--- src/rtl/spi_cmd_pkg.sv ---
// spi_cmd_master shared definitions
// frame layout, field indices and FSM states
package spi_cmd_pkg;

  typedef enum logic [2:0] {
    IDLE,
    SETUP,
    SHIFT,
    HOLD,
    ACK
  } state_t;

  localparam int FRAME_W    = 41;
  localparam int ADR_HI     = 40;
  localparam int ADR_LO     = 33;
  localparam int DAT_HI     = 32;
  localparam int DAT_LO     = 1;
  localparam int WE_BIT     = 0;
  localparam int RDATA_SKIP = 9;
  localparam int RDATA_W    = DAT_HI - DAT_LO + 1;

  // wire order is {WE, ADR, DAT}; reads send DAT as zeros
  function automatic logic [FRAME_W-1:0] tx_frame(
    input logic [FRAME_W-1:0] cmd
  );
    logic [RDATA_W-1:0] d;
    d = cmd[WE_BIT] ? cmd[DAT_HI:DAT_LO] : '0;
    return {cmd[WE_BIT], cmd[ADR_HI:ADR_LO], d};
  endfunction

endpackage

--- src/rtl/spi_cmd_master_if.sv ---
// spi_cmd_master buffer-side handshake
// 4-phase BUF_STATUS / BUF_ACK bundle
interface spi_cmd_master_if;
  import spi_cmd_pkg::*;

  logic               BUF_STATUS;
  logic [FRAME_W-1:0] BUF_DATA_I;
  logic               BUF_ACK;
  logic [FRAME_W-1:0] BUF_DATA_O;
  logic               BUSY;

  modport master (
    output BUF_STATUS,
    output BUF_DATA_I,
    input  BUF_ACK,
    input  BUF_DATA_O,
    input  BUSY
  );

  modport slave (
    input  BUF_STATUS,
    input  BUF_DATA_I,
    output BUF_ACK,
    output BUF_DATA_O,
    output BUSY
  );

endinterface

--- src/rtl/spi_sclk_gen.sv ---
// SCLK divider for spi_cmd_master
// strobes fire in the cycle before SCLK toggles
module spi_sclk_gen #(
  parameter int CLK_DIV = 4
) (
  input  logic WB_CLK_I,
  input  logic WB_RST_I,
  input  logic en,
  output logic rise_stb,
  output logic fall_stb,
  output logic sclk
);

  logic [7:0] cnt_q;
  logic       wrap;

  assign wrap     = en && (cnt_q == 8'(CLK_DIV - 1));
  assign rise_stb = wrap && !sclk;
  assign fall_stb = wrap && sclk;

  // half-period counter; disabled means parked low and cleared
  always_ff @(posedge WB_CLK_I) begin
    if (!WB_RST_I) begin
      cnt_q <= '0;
      sclk  <= 1'b0;
    end else if (!en) begin
      cnt_q <= '0;
      sclk  <= 1'b0;
    end else if (wrap) begin
      cnt_q <= '0;
      sclk  <= ~sclk;
    end else begin
      cnt_q <= cnt_q + 8'd1;
    end
  end

endmodule

--- src/rtl/spi_cmd_master.sv ---
// spi_cmd_master: 41-bit command to mode-0 SPI
// frame {WE, ADR, DAT}, response {ADR, DATA, WE}
module spi_cmd_master
  import spi_cmd_pkg::*;
#(
  parameter int CLK_DIV  = 4,
  parameter int CS_SETUP = 2,
  parameter int CS_HOLD  = 2
) (
  input  logic             WB_CLK_I,
  input  logic             WB_RST_I,
  spi_cmd_master_if.slave  bus,
  output logic             SPI_SCLK,
  output logic             SPI_MOSI,
  input  logic             SPI_MISO,
  output logic             SPI_CS_N
);

  state_t             state_q, state_d;
  logic [7:0]         cnt_q, cnt_d;
  logic [5:0]         bit_q, bit_d;
  logic [FRAME_W-1:0] cmd_q, cmd_d;
  logic [FRAME_W-1:0] tx_q, tx_d;
  logic [RDATA_W-1:0] rx_q, rx_d;
  logic [FRAME_W-1:0] dout_q, dout_d;
  logic               mosi_q, mosi_d;
  logic               cs_n_q, cs_n_d;
  logic               ack_q, ack_d;
  logic               busy_q, busy_d;
  logic               rise_stb, fall_stb;
  logic               sclk_en;

  assign sclk_en        = (state_q == SHIFT);
  assign SPI_MOSI       = mosi_q;
  assign SPI_CS_N       = cs_n_q;
  assign bus.BUF_ACK    = ack_q;
  assign bus.BUF_DATA_O = dout_q;
  assign bus.BUSY       = busy_q;

  spi_sclk_gen #(
    .CLK_DIV(CLK_DIV)
  ) u_sclk (
    .WB_CLK_I(WB_CLK_I),
    .WB_RST_I(WB_RST_I),
    .en      (sclk_en),
    .rise_stb(rise_stb),
    .fall_stb(fall_stb),
    .sclk    (SPI_SCLK)
  );

  // next-state and datapath updates for the command sequence
  always_comb begin
    state_d = state_q;
    cnt_d   = cnt_q;
    bit_d   = bit_q;
    cmd_d   = cmd_q;
    tx_d    = tx_q;
    rx_d    = rx_q;
    dout_d  = dout_q;
    mosi_d  = mosi_q;
    cs_n_d  = cs_n_q;
    ack_d   = ack_q;
    busy_d  = busy_q;
    unique case (state_q)
      IDLE: begin
        if (bus.BUF_STATUS && !ack_q) begin
          cmd_d   = bus.BUF_DATA_I;
          tx_d    = tx_frame(bus.BUF_DATA_I);
          mosi_d  = bus.BUF_DATA_I[WE_BIT];
          busy_d  = 1'b1;
          cs_n_d  = 1'b0;
          bit_d   = 6'(FRAME_W - 1);
          cnt_d   = 8'd1;
          state_d = (CS_SETUP == 0) ? SHIFT : SETUP;
        end
      end
      SETUP: begin
        if (cnt_q == 8'(CS_SETUP)) state_d = SHIFT;
        else                        cnt_d = cnt_q + 8'd1;
      end
      SHIFT: begin
        // the first RDATA_SKIP MISO bits fall out of rx naturally
        // but gating keeps the intent explicit
        if (rise_stb &&
            bit_q <= 6'(FRAME_W - 1 - RDATA_SKIP))
          rx_d = {rx_q[RDATA_W-2:0], SPI_MISO};
        if (fall_stb) begin
          if (bit_q == 6'd0) begin
            mosi_d  = 1'b0;
            cnt_d   = 8'd0;
            state_d = HOLD;
          end else begin
            bit_d  = bit_q - 6'd1;
            tx_d   = {tx_q[FRAME_W-2:0], 1'b0};
            mosi_d = tx_q[FRAME_W-2];
          end
        end
      end
      HOLD: begin
        if (cnt_q == 8'(CS_HOLD)) begin
          cs_n_d  = 1'b1;
          ack_d   = 1'b1;
          dout_d  = cmd_q[WE_BIT] ? cmd_q :
                    {cmd_q[ADR_HI:ADR_LO], rx_q, 1'b0};
          state_d = ACK;
        end else begin
          cnt_d = cnt_q + 8'd1;
        end
      end
      ACK: begin
        if (!bus.BUF_STATUS) begin
          ack_d   = 1'b0;
          busy_d  = 1'b0;
          state_d = IDLE;
        end
      end
      default: state_d = IDLE;
    endcase
  end

  // state register; reset drops any frame in flight
  always_ff @(posedge WB_CLK_I) begin
    if (!WB_RST_I) begin
      state_q <= IDLE;
      cnt_q   <= '0;
      bit_q   <= '0;
      cmd_q   <= '0;
      tx_q    <= '0;
      rx_q    <= '0;
      dout_q  <= '0;
      mosi_q  <= 1'b0;
      cs_n_q  <= 1'b1;
      ack_q   <= 1'b0;
      busy_q  <= 1'b0;
    end else begin
      state_q <= state_d;
      cnt_q   <= cnt_d;
      bit_q   <= bit_d;
      cmd_q   <= cmd_d;
      tx_q    <= tx_d;
      rx_q    <= rx_d;
      dout_q  <= dout_d;
      mosi_q  <= mosi_d;
      cs_n_q  <= cs_n_d;
      ack_q   <= ack_d;
      busy_q  <= busy_d;
    end
  end

endmodule

--- src/flat_wrapper.sv ---
// flat-port wrapper written by rule: the top's interface ports become plain ports
module spi_cmd_master_flat import spi_cmd_pkg::*;
#(
  parameter int CLK_DIV  = 4,
  parameter int CS_SETUP = 2,
  parameter int CS_HOLD  = 2
)
  (WB_CLK_I, WB_RST_I, SPI_SCLK, SPI_MOSI, SPI_MISO, SPI_CS_N, bus_BUF_STATUS, bus_BUF_DATA_I, bus_BUF_ACK, bus_BUF_DATA_O, bus_BUSY);
  spi_cmd_master_if bus_i ();
  input  logic WB_CLK_I;
  input  logic WB_RST_I;
  output logic SPI_SCLK;
  output logic SPI_MOSI;
  input  logic SPI_MISO;
  output logic SPI_CS_N;
  input wire logic [$bits(bus_i.BUF_STATUS)-1:0] bus_BUF_STATUS;
  input wire logic [$bits(bus_i.BUF_DATA_I)-1:0] bus_BUF_DATA_I;
  output wire logic [$bits(bus_i.BUF_ACK)-1:0] bus_BUF_ACK;
  output wire logic [$bits(bus_i.BUF_DATA_O)-1:0] bus_BUF_DATA_O;
  output wire logic [$bits(bus_i.BUSY)-1:0] bus_BUSY;
  assign bus_i.BUF_STATUS = bus_BUF_STATUS;
  assign bus_i.BUF_DATA_I = bus_BUF_DATA_I;
  assign bus_BUF_ACK = bus_i.BUF_ACK;
  assign bus_BUF_DATA_O = bus_i.BUF_DATA_O;
  assign bus_BUSY = bus_i.BUSY;
  spi_cmd_master #(.CLK_DIV(CLK_DIV), .CS_SETUP(CS_SETUP), .CS_HOLD(CS_HOLD)) u_core (.WB_CLK_I(WB_CLK_I), .WB_RST_I(WB_RST_I), .bus(bus_i), .SPI_SCLK(SPI_SCLK), .SPI_MOSI(SPI_MOSI), .SPI_MISO(SPI_MISO), .SPI_CS_N(SPI_CS_N));
endmodule
--- config.mk ---
export PLATFORM = sky130hd
export DESIGN_NAME = spi_cmd_master_flat
export DESIGN_NICKNAME = d
export VERILOG_FILES = /design/src/rtl/spi_cmd_pkg.sv /design/src/rtl/spi_cmd_master_if.sv /design/src/rtl/spi_sclk_gen.sv /design/src/rtl/spi_cmd_master.sv /design/src/flat_wrapper.sv
export SDC_FILE = /design/constraint.sdc
export NUM_CORES = 1
export LEC_CHECK = 0
export CAP_MARGIN = 20
export CORE_MARGIN = 2
export CORE_UTILIZATION = 25
export CTS_CLUSTER_DIAMETER = 120
export DETAILED_ROUTE_END_ITERATION = 8
export PLACE_DENSITY = 0.5
export SLEW_MARGIN = 40
export SYNTH_ARGS = -nofsm -noshare
export SYNTH_HDL_FRONTEND = slang
export SYNTH_SLANG_ARGS = --single-unit
--- constraint.sdc ---
create_clock -name WB_CLK_I -period 6.5 [get_ports WB_CLK_I]
set_clock_uncertainty 0.1 [all_clocks]
set_input_delay 1.3 -clock WB_CLK_I [delete_from_list [all_inputs] [get_ports WB_CLK_I]]
set_output_delay 1.3 -clock WB_CLK_I [all_outputs]
set_load 0.1 [all_outputs]
==> results of run 1 <==
==> metal layers <==
layer  vias up  global-route usage
li1       3140                   -
met1      2843               0.166
met2        89               0.203
met3         6              0.0300
met4         0              0.0313
met5         -                   0
==> cell usage in the layout, fill, tap and decap left out, types with 14 or more instances in the layout <==
cell / count
a211oi_1: 33
clkdlybuf4s50_1: 44
dfxtp_1: 183
clkbuf_16: 17
nand2_1: 222
a31oi_1: 14
a21oi_1: 120
a22oi_1: 33
buf_2: 46
nand3_1: 16
nor2_1: 56
mux2i_1: 33
==> logic make-up (layout without fill, tap and decap cells) <==
| family | Yosys count | after routing | share of synthesized area |
|---|---|---|---|
| xor+xnor | 8 | 8 | 0.00960 |
| compound gates | 222 | 222 | 0.184 |
| flops | 184 | 184 | 0.505 |
| simple gates | 345 | 345 | 0.205 |
| fa+ha+maj | 5 | 5 | 0.00857 |
| buf+inv | 75 | 143 | 0.0432 |
| mux | 33 | 33 | 0.0453 |
==> state kept, by name, summed over array words and instances (netlist names) <==
signal and flops:
u_core.SPI_CS_N 1, u_core.state_q 3, u_core.u_sclk.sclk 1, u_core.bus.BUF_DATA_O 41
u_core.bit_q 6, u_core.cnt_q 8, u_core.bus.BUF_ACK 1, u_core.tx_q 40
u_core.u_sclk.cnt_q 8, u_core.rx_q 32, u_core.cmd_q 41, u_core.SPI_MOSI 1
u_core.bus.BUSY 1
==> worst register-to-register path, stage by stage (launching register included) <==
cell and delay [ps]:
dfxtp_1 390, ha_1 260, or4b_4 500, or4_1 590
nor4b_4 470, buf_4 410, nand3b_1 130, a31oi_1 160
==> final cells by class <==
cell class / count / area, sq um / area share
repair buffers: 103 / 772 / 0.0875
inverters: 8 / 35.0 / 0.00397
clock inverters: 12 / 91.3 / 0.0104
multi-input cells: 613 / 3320 / 0.376
clock buffers: 20 / 437 / 0.0495
flip-flops and latches: 184 / 3690 / 0.418
well taps: 384 / 480 / 0.0545
==> power groups by stage <==
stage          Clock, mW  Combinational (mW)  Sequential [mW]
2_1_floorplan          0               0.138             1.23
3_3_place_gp           0               0.230             1.23
3_5_place_dp           0               0.231             1.23
4_1_cts            0.987               0.232             1.20
5_1_grt             1.03               0.253             1.21
6_report           0.955               0.228             1.20
==> final timing paths <==
| check | from | end | slack [ps] | depth (start not counted) |
|---|---|---|---|---|
| worst max register to register | u_core.u_sclk.cnt_q[0] | u_core.bit_q[2] | 3410 | 7 |
| worst max-delay path | u_core.u_sclk.cnt_q[0] | u_core.bit_q[2] | 3410 | 7 |
| worst min-delay path | u_core.cmd_q[15] | u_core.cmd_q[15] | 350 | 2 |
| worst min register to register | u_core.cmd_q[15] | u_core.cmd_q[15] | 350 | 2 |
==> stage by stage <==
stage | instances | hold slack (ps) | worst slack (ps) | instance area (sq um) | total power, mW
floorplan | 872 | 332 | 3700 | 7300 | 1.37
global placement | 1289 | 341 | 2760 | 8490 | 1.46
detailed placement | 1292 | 346 | 3000 | 8290 | 1.46
CTS | 1324 | 356 | 3380 | 8820 | 2.42
global route | 1324 | 374 | 3170 | 8820 | 2.49
finish | 1324 | 354 | 3410 | 8820 | 2.38
==> impl_metrics.ini, run 1 <==
[clock_tree]
clk_pin_slew_ps = 70
cts_tree = built
post-cts-setup-buffer-count = 0
cts.sinks = 184
insertion_delay_ps = 430
post_cts.resized_instances = 0
h-tree-depth = 4
max-clock-path-buffers = 2
postCtsHoldBufs = 0
numCtsBuffers = 17
cts_root_buffer = clkbuf_16

[global_route]
grt_pass1_vias = 5720
grt_max_degree = 88
grt.overflow.total = 0
antenna_found_initial = 0
grt.total_usage = 0.125
grt_pass1_wl_um = 30600

[timing]
hold_viol = 0
drv_slew = 0
worst-slew-pin-transition_ps = 781
relSlewSlack = 0.480
setup_viol = 0
fin_crit_ps = 3090
min_period_over_period = 0.476
fmax_mhz = 323
rsz0062_at_grt = false
setup-tns-final_ps = 0

[floorplanning]
start_util = 0.254
boundaryPins = 91
die-area_sq_um = 30600
fp-row-count = 62
dieWidth_um = 175
dieHeight_um = 175
core_sq_um = 28700

[logic_synthesis]
synth-seq-cells = 184
synth_fp_nets = 922
synth_top_cell_by_area = dfxtp_1
ys_async_sr_fraction = 0
ys.flop_type = dfxtp_1
synth_seq_area_share = 0.505
synth_cell_type_count = 45
synth.avg_cell_area_sq_um = 8.37
ys_top_cells_by_count = nand2_1, dfxtp_1, a21oi_1
yosysWarnings = 0
synthTopCellsByArea = dfxtp_1, nand2_1, a21oi_1, mux2i_1, a211oi_1
synthCells = 872
synth_top_area_share = 0.505
synth-edff-count = 0
syn_area_sq_um = 7300
yosysMostFrequentCell = nand2_1

[power_and_ir_drop]
power.share.clock = 0.401
pwr-share-seq = 0.504
powerDensity_nw_per_um2 = 270
swShare = 0.268
intPower_mw = 1.75
p_sw_mw = 0.638
combPwrFrac = 0.096
p_leak_nw = 2.95
ir_drop_v = 0.000162

[setup_path]
critPathKind = register to register
crit_slowest_cell = or4_1
crit_buf_inv = 1
worstPathRequired_ps = 6750
critPathCaptureType = register
critPathMaxStageDelay_ps = 590
crit_chain = ha_1 > or4b_4 > or4_1 > nor4b_4 > buf_4 > nand3b_1 > a31oi_1
worstSetupStartpointType = register
cp_max_fo = 27
worst_ep_arrival_time_ps = 3340
crit_family = simple AND/OR/NAND/NOR gates

[route]
vias = 6078
drt-met1-wl_um = 9340
top_layer_used = met4
routed_wl_um = 18700
ant_nets = 0
drt_iter0_markers = 397
routed-wl-met2_um = 8640
drcViolationCount = 0
via_per_inst = 4.59
dr_wl_met3_um = 642
drt-pass1-iter-count = 5
wl_per_cell_um = 14.2

[cells_and_area]
num-nets-final = 977
fin_util = 0.307
syn_to_final_growth_pct = 20.9
nFillCells = 3115
n_antenna_cell = 0
drive_above_1_share = 0.104

[placed_design]
numPortBuffers = 90
dp_hpwl_um = 12200
gp_congestion = 0.750

[status]
outcome = complete, no violations

[flow_run]
maxCapViolCount = 0

[min_path]
hp-class = register to register
(Power assumes the default switching activity.)
==> inputs of run 2 (changes only) <==
==> constraint.sdc (replaced) <==
create_clock -name WB_CLK_I -period 3.2 [get_ports WB_CLK_I]
set_clock_uncertainty 0.1 [all_clocks]
set_input_delay 0.64 -clock WB_CLK_I [delete_from_list [all_inputs] [get_ports WB_CLK_I]]
set_output_delay 0.64 -clock WB_CLK_I [all_outputs]
set_load 0.1 [all_outputs]
==> run 2 against run 1 <==
- sequential share of layout area is 1.3 points lower
- critical endpoint is now u_core.rx_q[31]
- cell count grew 0.53%
- sequential cell count unchanged
- largest power group unchanged
- power increased by 110%
==> impl_metrics.ini, run 2 (synthesis gave the netlist of run 1 again) <==
[status]
outcome = complete, no violations

[clock_tree]
clk_pin_slew_ps = 70
cts_root_buffer = clkbuf_16
numCtsBuffers = 17
postCtsHoldBufs = 0
cts_tree = built
cts.sinks = 184
h-tree-depth = 4
max-clock-path-buffers = 2
post_cts.resized_instances = 0
insertion_delay_ps = 430
post-cts-setup-buffer-count = 0

[setup_path]
worstPathRequired_ps = 3420
worstSetupStartpointType = register
cp_max_fo = 32
critPathCaptureType = register
worst_ep_arrival_time_ps = 3050
critPathKind = register to register

[floorplanning]
core_sq_um = 28700
start_util = 0.254
die-area_sq_um = 30600
fp-row-count = 62
boundaryPins = 91
dieWidth_um = 175
dieHeight_um = 175

[global_route]
grt_pass1_vias = 5754
antenna_found_initial = 0
grt.overflow.total = 0
grt_max_degree = 49
grt.total_usage = 0.130
grt_pass1_wl_um = 31600

[timing]
rsz0062_at_grt = false
drv_slew = 0
fmax_mhz = 354
fin_crit_ps = 2830
layout_setup_ws_ps = 373
holdWs_ps = 355
setup_viol = 0
worst-slew-pin-transition_ps = 603
hold_viol = 0
setup-tns-final_ps = 0
relSlewSlack = 0.592
min_period_over_period = 0.884

[placed_design]
numPortBuffers = 90
pre_cts_ws_ps = 366
dp_hpwl_um = 12700
gp_congestion = 0.757

[route]
ant_nets = 0
wl_per_cell_um = 14.3
drt-pass1-iter-count = 5
via_per_inst = 4.57
routed_wl_um = 19000
drcViolationCount = 0
drt_iter0_markers = 371
vias = 6083

[cells_and_area]
layout_common_cells = nand2_1, dfxtp_1, a21oi_1, buf_4, nor2_1
drive_above_1_share = 0.114
num-nets-final = 984
layout_commonest_cell = nand2_1
n_antenna_cell = 0
syn_to_final_growth_pct = 24.7
fin_util = 0.317

[power_and_ir_drop]
p_total_mw = 5.04
ir_drop_v = 0.000337
p_leak_nw = 3.03
powerDensity_nw_per_um2 = 554

[min_path]
hp-class = register to register

[flow_run]
maxCapViolCount = 0
run 2: cell count changes in the layout (fill, tap and decap cells not counted), moves of 2 or more:
cell,previous run,this run
inv_6,6,4
clkbuf_1,3,0
clkinv_8,0,2
buf_12,0,3
clkinv_2,3,1
buf_8,0,2
buf_4,12,61
buf_2,46,0
inv_8,0,2
run 2: cell type report:
cell class,instances,area [sq um]
clock buffers,17,425
repair buffers,110,988
well taps,384,480
inverters,8,32.5
clock inverters,15,166
multi-input cells,613,3320
fillers,3096,19600
flip-flops and latches,184,3680
run 2: worst paths after layout:
path	slack, ps	end	depth (start not counted)	from
min	360	u_core.tx_q[10]	2	u_core.tx_q[10]
min reg2reg	360	u_core.tx_q[10]	2	u_core.tx_q[10]
max reg2reg	370	u_core.rx_q[31]	7	u_core.u_sclk.cnt_q[0]
max	370	u_core.rx_q[31]	7	u_core.u_sclk.cnt_q[0]
run 2: metal layers:
| metal | routed length [um] | vias to the layer above | global-route usage |
|---|---|---|---|
| li1 | - | 3140 | - |
| met1 | 9510 | 2837 | 0.174 |
| met2 | 8800 | 93 | 0.209 |
| met3 | 504 | 13 | 0.0252 |
| met4 | 223 | 0 | 0.0424 |
| met5 | 0 | - | 0 |
run 2: critical path: stages (launching register included):
cell     delay (ps)
dfxtp_1         380
ha_1            260
or4b_4          500
or4_1           580
or4_1           440
buf_4           250
nand2_1         110
a21oi_1          60
run 2: metrics by stage:
stage               std cells  cell area (sq um)
floorplan                 872               7300
global placement         1297               8480
detailed placement       1299               8510
CTS                      1331               9100
global route             1331               9100
finish                   1331               9100
run 2: power breakdown:
group          internal (mW)  switching [mW]  leakage (nW)
registers               2.37          0.0553          1.49
clock network           1.11            1.00         0.284
logic                  0.186           0.318          1.25
==> inputs of run 3 (changes only) <==
--- a/config.mk
+++ b/config.mk
@@ -11,6 +11,7 @@
 export CTS_CLUSTER_DIAMETER = 120
 export DETAILED_ROUTE_END_ITERATION = 8
 export PLACE_DENSITY = 0.5
+export REMOVE_ABC_BUFFERS = 1
 export SLEW_MARGIN = 40
 export SYNTH_ARGS = -nofsm -noshare
 export SYNTH_HDL_FRONTEND = slang
==> run 3 against run 2 <==
- sequential cell count stayed put
- count of clock-buffer cells in the layout unchanged
- die area did not move
- first-iteration DRC count up 3.5%
- setup slack worse by 15 ps
- critical path depth unchanged
- register-to-register slack about the same
- sequential power hardly changed
- largest cell class unchanged
- largest power group unchanged
==> impl_metrics.ini, run 3 (synthesis gave the netlist of run 1 again) <==
[status]
outcome = complete, no violations

[setup_path]
cpMostUsedCell = or4_1
critPathCaptureType = register
rrSetupSlack_ps = 360
crit_buf_inv = 1
critPathMaxStageDelay_ps = 580
worstSetupStartpointType = register
crit_chain = ha_1 > or4b_4 > or4_1 > or4_1 > buf_4 > nand2_1 > a21oi_1
cp_max_fo = 32
worstPathRequired_ps = 3390
worst_ep_arrival_time_ps = 3030
crit_family = simple AND/OR/NAND/NOR gates
critPathKind = register to register
crit_slowest_cell = or4_1

[timing]
rsz0062_at_grt = false
fmax_mhz = 352
relSlewSlack = 0.523
holdWs_ps = 354
drv_slew = 0
min_period_over_period = 0.888
layout_setup_ws_ps = 358
hold_viol = 0
setup_viol = 0
fin_crit_ps = 2840
worst-slew-pin-transition_ps = 714

[floorplanning]
core_sq_um = 28700
start_util = 0.254
fp-row-count = 62
dieHeight_um = 175
dieWidth_um = 175
boundaryPins = 91
die-area_sq_um = 30600

[route]
vias = 6138
via_per_inst = 4.62
drcViolationCount = 0
drt_iter0_markers = 384
wl_per_cell_um = 14.9
routed_wl_um = 19700
ant_nets = 0
drt-pass1-iter-count = 4

[power_and_ir_drop]
p_leak_nw = 3.04
powerDensity_nw_per_um2 = 567
ir_drop_v = 0.000311

[cells_and_area]
num-nets-final = 982
seqCellArea_sq_um = 3680
layout_common_cells = nand2_1, dfxtp_1, a21oi_1, buf_4, nor2_1
n_antenna_cell = 0
syn_to_final_growth_pct = 25.1
nFillCells = 3077
drive_above_1_share = 0.113
multiInputGateArea_sq_um = 3320
layout_commonest_cell = nand2_1

[placed_design]
dp_hpwl_um = 12800
gp_congestion = 0.770
numPortBuffers = 90
pre_cts_ws_ps = 353

[clock_tree]
numCtsBuffers = 17
post-cts-setup-buffer-count = 0
cts.sinks = 184
insertion_delay_ps = 430
clk_pin_slew_ps = 70
h-tree-depth = 4
postCtsHoldBufs = 0
cts_tree = built
cts_root_buffer = clkbuf_16
max-clock-path-buffers = 2
post_cts.resized_instances = 0

[flow_run]
maxCapViolCount = 0

[global_route]
grt.total_usage = 0.132
grt_pass1_vias = 5913
grt_pass1_wl_um = 32000
grt.overflow.total = 0
antenna_found_initial = 0
grt_max_degree = 55

[min_path]
hp-class = register to register
run 3: worst paths after layout:
check | startpoint | to | cells after the start
worst max-delay path | u_core.u_sclk.cnt_q[0] | u_core.rx_q[14] | 7
worst min-delay path | u_core.cmd_q[25] | u_core.cmd_q[25] | 2
worst max register to register | u_core.u_sclk.cnt_q[0] | u_core.rx_q[14] | 7
worst min register to register | u_core.cmd_q[25] | u_core.cmd_q[25] | 2
run 3: final cells by class:
| class | instances | area share |
|---|---|---|
| Sequential cell | 184 | 0.404 |
| Multi-Input combinational cell | 613 | 0.364 |
| Timing Repair Buffer | 108 | 0.108 |
| Tap cell | 384 | 0.0526 |
| Clock buffer | 17 | 0.0466 |
| Clock inverter | 15 | 0.0222 |
| Inverter | 8 | 0.00356 |
run 3: tightest hold or removal path: stages (launching register included):
cell and delay, ps:
dfxtp_1 310, nand2_1 50, a21oi_1 50
run 3: power by group:
group / internal (mW) / switching [mW] / leakage [nW] / total [mW]
Clock: 1.20 / 1.04 / 0.304 / 2.24
Sequential: 2.37 / 0.0555 / 1.49 / 2.43
Combinational: 0.186 / 0.320 / 1.24 / 0.506
Total: 3.76 / 1.42 / 3.04 / 5.18
run 3: routing by layer:
metal / GRT usage / wire (um) / up-vias
met4: 0.0354 / 148 / 0
met1: 0.174 / 9460 / 2897
met2: 0.218 / 9340 / 101
met3: 0.0300 / 783 / 8
li1: - / - / 3132
met5: 0 / 0 / -
run 3: through the flow:
stage               cell area [sq um]  cells  setup TNS [ps]  power [mW]   util
global placement                 8500   1297               0        2.99  0.296
global route                     9130   1329               0        5.41  0.318
floorplan                        7010    805          -44440        2.76      -
detailed placement               8500   1297               0        2.99  0.296
CTS                              9130   1329               0        5.25  0.318
finish                           9130   1329               0        5.18  0.318
